===== config.mk =====
export PLATFORM = sky130hd
export DESIGN_NAME = retire_unit
export DESIGN_NICKNAME = d
export VERILOG_FILES = /design/src/rtl/retire_unit_pkg.sv /design/src/rtl/retire_unit_slot.sv /design/src/rtl/retire_unit.sv
export SDC_FILE = /design/constraint.sdc
export NUM_CORES = 1
export LEC_CHECK = 0
export CORE_AREA = 2 2 207 209
export CTS_CLUSTER_SIZE = 8
export DETAILED_ROUTE_END_ITERATION = 10
export DIE_AREA = 0 0 209 211
export GPL_ROUTABILITY_DRIVEN = 0
export HOLD_SLACK_MARGIN = 0.12
export PLACE_DENSITY = 0.57
export SETUP_SLACK_MARGIN = 0.05
export SYNTH_ARGS = -nofsm -noshare
export SYNTH_HDL_FRONTEND = slang
export SYNTH_HIERARCHICAL = 1
export SYNTH_SLANG_ARGS = --single-unit

===== constraint.sdc =====
create_clock -name clock -period 7.4 [get_ports clock]
set_clock_uncertainty 0.1 [all_clocks]
set_input_delay 1.11 -clock clock [delete_from_list [all_inputs] [get_ports clock]]
set_output_delay 1.11 -clock clock [all_outputs]
set_load 0.01 [all_outputs]

===== src/rtl/retire_unit_pkg.sv =====
// ----------------------------------------------------------------------------
// retire_unit_pkg
// Shared definitions for the commit stage that sits after the reorder buffer:
//   RSTAG_NULL           ROB tag that marks an empty retire port
//   ZERO_REG             architectural register that is never written
//   HISTORY_BITS_DEFAULT default PHT index width
//   br_result_e          branch outcome encoding carried with each retire
//   retire_state_e       commit FSM states
//   slot_dec_t           per-slot decode produced by retire_slot
// ----------------------------------------------------------------------------
package retire_unit_pkg;

  localparam logic [7:0] RSTAG_NULL           = 8'hFF;
  localparam logic [4:0] ZERO_REG             = 5'd0;
  localparam int         HISTORY_BITS_DEFAULT = 8;

  // 2'b01 is reserved and is handled exactly like BR_NONE.
  typedef enum logic [1:0] {
    BR_NONE = 2'b00,
    BR_RSVD = 2'b01,
    BR_NT   = 2'b10,
    BR_T    = 2'b11
  } br_result_e;

  typedef enum logic {
    RETIRE_RUN   = 1'b0,
    RETIRE_FLUSH = 1'b1
  } retire_state_e;

  typedef struct packed {
    logic valid;      // port carries a retiring instruction
    logic wr_en;      // valid and destination is not the zero register
    logic pht_en;     // valid and the instruction is a resolved branch
    logic pht_taken;  // resolved direction
  } slot_dec_t;

  // True for the two encodings that describe a real resolved branch.
  function automatic logic is_branch(input logic [1:0] br);
    return (br == BR_NT) || (br == BR_T);
  endfunction

endpackage


===== src/rtl/retire_unit_slot.sv =====
// ----------------------------------------------------------------------------
// retire_slot
// Combinational decode of one ROB retire port. Cross-slot rules (slot 2
// depending on slot 1, squash, same-destination suppression) are applied in
// retire_unit, so this block only looks at its own port.
// Ports:
//   i_tag            ROB index of the retiring instruction (RSTAG_NULL = none)
//   i_dest           destination register
//   i_branch_result  branch outcome encoding
//   o_dec            decoded valid / write-enable / PHT-enable / PHT-taken
// ----------------------------------------------------------------------------
module retire_slot
  import retire_unit_pkg::*;
(
  input  logic [7:0] i_tag,
  input  logic [4:0] i_dest,
  input  logic [1:0] i_branch_result,
  output slot_dec_t  o_dec
);

  logic w_valid;

  assign w_valid         = (i_tag != RSTAG_NULL);
  assign o_dec.valid     = w_valid;
  assign o_dec.wr_en     = w_valid && (i_dest != ZERO_REG);
  assign o_dec.pht_en    = w_valid && is_branch(i_branch_result);
  assign o_dec.pht_taken = i_branch_result[0];

endmodule


===== src/rtl/retire_unit.sv =====
// ----------------------------------------------------------------------------
// retire_unit
// Commit stage downstream of the reorder buffer. Accepts up to two retiring
// instructions per cycle, drives the register file write ports and the PHT
// update ports, and on a mispredicted branch redirects fetch and holds
// flush_out high for FLUSH_CYCLES cycles while ignoring the retire ports.
//
// Optional feature: define RETIRE_STATS_EN to add the commit statistics
// counters (stat_retired_out, stat_branches_out, stat_mispredicts_out).
//
// Ports:
//   clock, reset                 clock; asynchronous active-high reset
//   instN_*_in (N=1,2)           ROB retire port N (inst1 is the older one)
//   wrN_en/idx/data_out          register file write port N
//   phtN_en/index/taken_out      PHT update port N
//   redirect_valid/pc_out        one-cycle fetch redirect and its target
//   flush_out                    pipeline squash, FLUSH_CYCLES cycles long
//   retired_count_out            instructions committed this cycle
//   stat_*_out                   statistics (RETIRE_STATS_EN only)
//   dbg_state_out                current FSM state (RETIRE_RUN/RETIRE_FLUSH)
// All outputs are registered: retires sampled at edge T show up in cycle T+1.
// ----------------------------------------------------------------------------
module retire_unit
  import retire_unit_pkg::*;
#(
  parameter int HISTORY_BITS = HISTORY_BITS_DEFAULT,
  parameter int FLUSH_CYCLES = 2
) (
  input  logic                    clock,
  input  logic                    reset,

  input  logic [7:0]              inst1_retire_tag_in,
  input  logic [4:0]              inst1_dest_in,
  input  logic [63:0]             inst1_value_in,
  input  logic                    inst1_mispredicted_in,
  input  logic [1:0]              inst1_branch_result_in,
  input  logic [63:0]             inst1_NPC_in,
  input  logic [HISTORY_BITS-1:0] inst1_pht_index_in,

  input  logic [7:0]              inst2_retire_tag_in,
  input  logic [4:0]              inst2_dest_in,
  input  logic [63:0]             inst2_value_in,
  input  logic                    inst2_mispredicted_in,
  input  logic [1:0]              inst2_branch_result_in,
  input  logic [63:0]             inst2_NPC_in,
  input  logic [HISTORY_BITS-1:0] inst2_pht_index_in,

  output logic                    wr1_en_out,
  output logic [4:0]              wr1_idx_out,
  output logic [63:0]             wr1_data_out,
  output logic                    wr2_en_out,
  output logic [4:0]              wr2_idx_out,
  output logic [63:0]             wr2_data_out,

  output logic                    pht1_en_out,
  output logic [HISTORY_BITS-1:0] pht1_index_out,
  output logic                    pht1_taken_out,
  output logic                    pht2_en_out,
  output logic [HISTORY_BITS-1:0] pht2_index_out,
  output logic                    pht2_taken_out,

  output logic                    redirect_valid_out,
  output logic [63:0]             redirect_pc_out,
  output logic                    flush_out,
  output logic [1:0]              retired_count_out,
`ifdef RETIRE_STATS_EN
  output logic [63:0]             stat_retired_out,
  output logic [31:0]             stat_branches_out,
  output logic [31:0]             stat_mispredicts_out,
`endif
  output logic                    dbg_state_out
);

  // The down-counter is loaded with FLUSH_CYCLES-1 on entry to FLUSH and the
  // FSM leaves FLUSH on the edge where it reads 0, which gives exactly
  // FLUSH_CYCLES ignored input samples and FLUSH_CYCLES cycles of flush_out.
  localparam int                CNT_W     = (FLUSH_CYCLES > 1) ? $clog2(FLUSH_CYCLES) : 1;
  localparam logic [CNT_W-1:0]  FLUSH_LD  = CNT_W'(FLUSH_CYCLES - 1);

  // --------------------------------------------------------------------------
  // Per-slot decode
  // --------------------------------------------------------------------------
  slot_dec_t w_dec1;
  slot_dec_t w_dec2;

  retire_slot u_slot1 (
    .i_tag           (inst1_retire_tag_in),
    .i_dest          (inst1_dest_in),
    .i_branch_result (inst1_branch_result_in),
    .o_dec           (w_dec1)
  );

  retire_slot u_slot2 (
    .i_tag           (inst2_retire_tag_in),
    .i_dest          (inst2_dest_in),
    .i_branch_result (inst2_branch_result_in),
    .o_dec           (w_dec2)
  );

  // --------------------------------------------------------------------------
  // Cross-slot commit rules (only meaningful while in RETIRE_RUN)
  // --------------------------------------------------------------------------
  logic        w_v1;
  logic        w_v2;
  logic        w_mp1;
  logic        w_mp2;
  logic        w_commit2;
  logic        w_wr1_en;
  logic        w_wr2_en;
  logic        w_pht1_en;
  logic        w_pht2_en;
  logic        w_mispredict;
  logic [63:0] w_redirect_pc;
  logic [1:0]  w_count;

  // inst2 is only considered when inst1 is present.
  assign w_v1      = w_dec1.valid;
  assign w_v2      = w_v1 && w_dec2.valid;

  // An inst1 mispredict kills the younger same-cycle retire.
  assign w_mp1     = w_v1 && inst1_mispredicted_in;
  assign w_commit2 = w_v2 && !w_mp1;
  assign w_mp2     = w_commit2 && inst2_mispredicted_in;

  assign w_wr2_en  = w_commit2 && w_dec2.wr_en;
  // Equal destinations in one cycle: only the younger write goes out.
  assign w_wr1_en  = w_dec1.wr_en && !(w_wr2_en && (inst1_dest_in == inst2_dest_in));

  assign w_pht1_en = w_dec1.pht_en;
  assign w_pht2_en = w_commit2 && w_dec2.pht_en;

  assign w_mispredict  = w_mp1 || w_mp2;
  assign w_redirect_pc = w_mp1 ? inst1_NPC_in : inst2_NPC_in;
  assign w_count       = {1'b0, w_v1} + {1'b0, w_commit2};

  // --------------------------------------------------------------------------
  // FSM, flush counter and output registers
  // --------------------------------------------------------------------------
  retire_state_e            r_state;
  logic [CNT_W-1:0]         r_flush_cnt;

  logic                     r_wr1_en;
  logic [4:0]               r_wr1_idx;
  logic [63:0]              r_wr1_data;
  logic                     r_wr2_en;
  logic [4:0]               r_wr2_idx;
  logic [63:0]              r_wr2_data;
  logic                     r_pht1_en;
  logic [HISTORY_BITS-1:0]  r_pht1_index;
  logic                     r_pht1_taken;
  logic                     r_pht2_en;
  logic [HISTORY_BITS-1:0]  r_pht2_index;
  logic                     r_pht2_taken;
  logic                     r_redirect_valid;
  logic [63:0]              r_redirect_pc;
  logic                     r_flush;
  logic [1:0]               r_count;

  always_ff @(posedge clock or posedge reset) begin
    if (reset) begin
      r_state          <= RETIRE_RUN;
      r_flush_cnt      <= '0;
      r_wr1_en         <= 1'b0;
      r_wr1_idx        <= '0;
      r_wr1_data       <= '0;
      r_wr2_en         <= 1'b0;
      r_wr2_idx        <= '0;
      r_wr2_data       <= '0;
      r_pht1_en        <= 1'b0;
      r_pht1_index     <= '0;
      r_pht1_taken     <= 1'b0;
      r_pht2_en        <= 1'b0;
      r_pht2_index     <= '0;
      r_pht2_taken     <= 1'b0;
      r_redirect_valid <= 1'b0;
      r_redirect_pc    <= '0;
      r_flush          <= 1'b0;
      r_count          <= '0;
    end else begin
      // Pulses and enables default low; indices/data/redirect_pc hold.
      r_wr1_en         <= 1'b0;
      r_wr2_en         <= 1'b0;
      r_pht1_en        <= 1'b0;
      r_pht2_en        <= 1'b0;
      r_redirect_valid <= 1'b0;
      r_count          <= '0;

      case (r_state)
        RETIRE_RUN: begin
          r_wr1_en  <= w_wr1_en;
          r_wr2_en  <= w_wr2_en;
          r_pht1_en <= w_pht1_en;
          r_pht2_en <= w_pht2_en;
          r_count   <= w_count;

          if (w_wr1_en) begin
            r_wr1_idx  <= inst1_dest_in;
            r_wr1_data <= inst1_value_in;
          end
          if (w_wr2_en) begin
            r_wr2_idx  <= inst2_dest_in;
            r_wr2_data <= inst2_value_in;
          end
          if (w_pht1_en) begin
            r_pht1_index <= inst1_pht_index_in;
            r_pht1_taken <= w_dec1.pht_taken;
          end
          if (w_pht2_en) begin
            r_pht2_index <= inst2_pht_index_in;
            r_pht2_taken <= w_dec2.pht_taken;
          end

          if (w_mispredict) begin
            r_state          <= RETIRE_FLUSH;
            r_flush_cnt      <= FLUSH_LD;
            r_flush          <= 1'b1;
            r_redirect_valid <= 1'b1;
            r_redirect_pc    <= w_redirect_pc;
          end else begin
            r_flush <= 1'b0;
          end
        end

        RETIRE_FLUSH: begin
          // Retire ports are ignored for the whole stay in this state.
          if (r_flush_cnt == '0) begin
            r_state <= RETIRE_RUN;
            r_flush <= 1'b0;
          end else begin
            r_flush_cnt <= r_flush_cnt - 1'b1;
            r_flush     <= 1'b1;
          end
        end

        default: begin
          r_state <= RETIRE_RUN;
          r_flush <= 1'b0;
        end
      endcase
    end
  end

  assign wr1_en_out         = r_wr1_en;
  assign wr1_idx_out        = r_wr1_idx;
  assign wr1_data_out       = r_wr1_data;
  assign wr2_en_out         = r_wr2_en;
  assign wr2_idx_out        = r_wr2_idx;
  assign wr2_data_out       = r_wr2_data;
  assign pht1_en_out        = r_pht1_en;
  assign pht1_index_out     = r_pht1_index;
  assign pht1_taken_out     = r_pht1_taken;
  assign pht2_en_out        = r_pht2_en;
  assign pht2_index_out     = r_pht2_index;
  assign pht2_taken_out     = r_pht2_taken;
  assign redirect_valid_out = r_redirect_valid;
  assign redirect_pc_out    = r_redirect_pc;
  assign flush_out          = r_flush;
  assign retired_count_out  = r_count;
  assign dbg_state_out      = r_state;

`ifdef RETIRE_STATS_EN
  // --------------------------------------------------------------------------
  // Statistics: accumulate the registered commit outputs, so each counter
  // trails the cycle whose outputs it counts by one clock.
  // --------------------------------------------------------------------------
  logic [63:0] r_stat_retired;
  logic [31:0] r_stat_branches;
  logic [31:0] r_stat_mispredicts;

  always_ff @(posedge clock or posedge reset) begin
    if (reset) begin
      r_stat_retired     <= '0;
      r_stat_branches    <= '0;
      r_stat_mispredicts <= '0;
    end else begin
      r_stat_retired     <= r_stat_retired + {62'd0, r_count};
      r_stat_branches    <= r_stat_branches + {31'd0, r_pht1_en} + {31'd0, r_pht2_en};
      r_stat_mispredicts <= r_stat_mispredicts + {31'd0, r_redirect_valid};
    end
  end

  assign stat_retired_out     = r_stat_retired;
  assign stat_branches_out    = r_stat_branches;
  assign stat_mispredicts_out = r_stat_mispredicts;
`endif

endmodule


==> results.sh <==
export IMPL_syn_inst=658
export IMPL_fin_crit_sh_pct=49.6
export IMPL_rows=75
export IMPL_cts_max_level=2
export IMPL_setup_tns_ps=0
export IMPL_cts_buffers=34
export IMPL_initial_utilization_pct=22.9
export IMPL_grt_overflow_total=0
export IMPL_slew_headroom_pct=19.0
export IMPL_dieArea_um2=44100
export IMPL_instances_no_fill=1737
export IMPL_final_hold_viol_count=0
export IMPL_wl_mm=31.5
export IMPL_power_density_nw_per_um2=408
export IMPL_final_nets=1500
export IMPL_power_frac_seq_pct=33.6
export IMPL_p_leak_nw=6.83
export IMPL_max_freq_ghz=0.273
export IMPL_synth_top_area_share_pct=60.0
export IMPL_root_buffer="clkbuf_16"
export IMPL_p_switching_mw=2.07
export IMPL_use_met3_pct=5.93
export IMPL_vias=7121
export IMPL_ioPinCount=535
export IMPL_cell_internal_pwr_mw=4.56
export IMPL_postCtsSetupBuffers=0
export IMPL_timing_rr_start="flush_out"
export IMPL_grt_antenna_before_repair=2
export IMPL_finalPower_mw=6.63
export IMPL_whs_ps=379
export IMPL_max_clock_path_buffers=3
export IMPL_initialDrtViolationCount=214
export IMPL_core_um2=41800
export IMPL_top_usage_layer="met2"
export IMPL_status="finished clean"
export IMPL_end_kind="flip-flop"
export IMPL_yosysSeqAreaShare_pct=60.0
export IMPL_drc_errors=0
export IMPL_drv_cap=0
export IMPL_area_delta_synth_final_pct=70.1
export IMPL_cp_required_ps=7700
export IMPL_grt_max_degree=141
export IMPL_grt_setup_unrepaired="false"
export IMPL_p_clk_share_pct=20.5
export IMPL_cts_sinks=229
export IMPL_placed_cells_incl_taps=1696
export IMPL_yosysUniqueCellTypes=25
export IMPL_drt_first_pass_iters=4
export IMPL_start_kind="primary input"
export IMPL_fillers=4000
export IMPL_synthFlopType="dfrtp_1"
export IMPL_drive_above_1_share_pct=17.7
export IMPL_hold_path_class="reg -> reg"
export IMPL_portBuffers=534
export IMPL_grtUsageTotal_pct=13.9
export IMPL_synth_top_area_cell="dfrtp_1"
export IMPL_finalSetupViolCount=0
export IMPL_synth_area_um2=9550
export IMPL_insertion_delay_ps=510
export IMPL_post_dp_hpwl_mm=23.6
export IMPL_clkTransAtPathRegs_ps=50
export IMPL_finalMaxSlewViolations=0
export IMPL_preCtsSetupSlack_ps=3220
export IMPL_cts_resized_gates=0
export IMPL_grt_pass1_wl_mm=47.0
export IMPL_die_y_um=211
export IMPL_ant_nets=0
export IMPL_cp_startpoint="inst1_retire_tag_in[7]"
export IMPL_met2_usage_pct=22.9
export IMPL_holdBufCountCts=0
export IMPL_wire_per_inst_um=18.1
export IMPL_synth_avg_cell_area_um2=14.5
export IMPL_fp_dieW_um=209
export IMPL_vias_per_cell=4.10
export IMPL_ys_ff_latch=229
export IMPL_worst_pin_slew_ps=1220
export IMPL_worst_setup_path_type="in -> reg"
export IMPL_synth_edf_count=0
export IMPL_worstPathArrival_ps=3970
export IMPL_synth_fp_nets=965
export IMPL_combPwrFrac_pct=45.9
export IMPL_ir_drop_uv=224
export IMPL_hp_start="r_flush_cnt"
export IMPL_cp_max_fo=43
export IMPL_yosys_warnings=6
export IMPL_cts_tree="built"
export IMPL_grt_pass1_vias=7735
export IMPL_met1_usage_pct=16.6
export IMPL_setup_ws_ps=3730
export IMPL_swShare_pct=31.3
export IMPL_async_flop_share_pct=100
export IMPL_synthTopCellsByArea="dfrtp_1, mux2_4, mux2_2"
export IMPL_period_needed_ps=3670
-- power groups by stage --
stage	logic [mW]	registers [mW]	clock network (mW)
global placement	3.06	2.23	0
CTS	3.09	2.24	1.43
detailed placement	3.08	2.24	0
finish	3.04	2.23	1.36
global route	3.23	2.32	1.48
floorplan	1.13	2.51	0
-- critical path, cell delays in order --
cell and delay [ps]:
clkdlybuf4s50_1 500, and4_4 250, nand2_1 170, nand3b_1 210, o311a_4 580, buf_4 730, mux2_4 350
-- final timing paths --
| check | end | slack (ps) | cells after the start |
|---|---|---|---|
| max | wr1_data_out[52] | 3730 | 7 |
| min | r_flush_cnt | 380 | 1 |
| max reg2reg | redirect_pc_out[62] | 4730 | 3 |
| min reg2reg | r_flush_cnt | 380 | 1 |
| max in group asynchronous | redirect_pc_out[33] | 5060 | 3 |
| min in group asynchronous | wr2_data_out[62] | 880 | 2 |
-- kinds of logic (layout without fill, tap and decap cells) --
kind of cell | after synthesis | in the layout | synth area share, %
AOI/OAI and AO/OA | 72 | 72 | 4.17
xor gates and xnor gates | 5 | 5 | 0.459
adders and majority gates | 1 | 1 | 0.131
buffers and inverters | 46 | 585 | 3.49
DFF | 229 | 229 | 60.0
muxes | 220 | 220 | 27.8
other | 0 | 1 | 0
and+or+nand+nor | 85 | 85 | 3.92
-- synth_stat cells (2+ instances only) --
library cell and number:
buf_12 7, a21oi_1 65, mux2i_1 64, nand2_1 6
inv_1 5, nor2_1 67, nor2b_1 3, a22oi_2 2
dfrtp_1 229, buf_2 16, mux2_2 87, clkbuf_1 12
a21boi_2 2, mux2_4 69, a21o_1 2, nor3_1 2
and4_4 4, xnor2_1 5, buf_4 5
-- area by class of cell --
class / instances / area (um^2) / area share (%)
multi-input combinational: 383 / 3510 / 21.6
tap: 539 / 674 / 4.15
clock buffer: 37 / 862 / 5.31
inverter: 5 / 22.5 / 0.139
clock inverter: 3 / 33.8 / 0.208
antenna: 1 / 2.50 / 0.0154
sequential: 229 / 5730 / 35.3
timing repair buffer: 540 / 5400 / 33.3
-- per-layer routing --
layer  part of all wire [%]  up-vias  wire length [um]
met1                     41     3399             12800
met4                    2.2        2               701
met5                  0.032        -                10
met3                    9.6       44              3010
li1                       -     3358                 -
met2                     48      318             15000
-- flip-flops by register name, indices dropped and copies added (netlist names) --
register / count
wr2_data_out: 64
pht1_en_out: 1
pht2_taken_out: 1
pht2_index_out: 8
redirect_valid_out: 1
wr1_idx_out: 5
wr1_data_out: 64
pht2_en_out: 1
retired_count_out: 2
wr2_idx_out: 5
r_flush_cnt: 1
flush_out: 1
wr1_en_out: 1
redirect_pc_out: 64
wr2_en_out: 1
pht1_index_out: 8
pht1_taken_out: 1
-- stage by stage --
stage	utilization [%]	instance area (um^2)
2_1_floorplan	-	9550
4_1_cts	38.9	16200
5_1_grt	38.9	16200
6_report	38.9	16200
3_3_place_gp	36.7	15300
3_5_place_dp	36.7	15300
-- cells in the final DEF, fill, tap and decap left out, types with 3 or more instances in the layout --
master,Yosys,routed
and4_4,4,4
mux2_2,87,87
buf_4,5,5
nand2_1,6,4
inv_1,5,4
nor2_1,67,67
nor2b_1,3,3
clkbuf_16,0,34
xnor2_1,5,5
clkdlybuf4s50_1,0,534
a21oi_1,65,65
clkbuf_1,12,3
mux2_4,69,69
dfrtp_1,229,229
mux2i_1,64,64
Note: power is estimated with default switching activity, not from simulation.
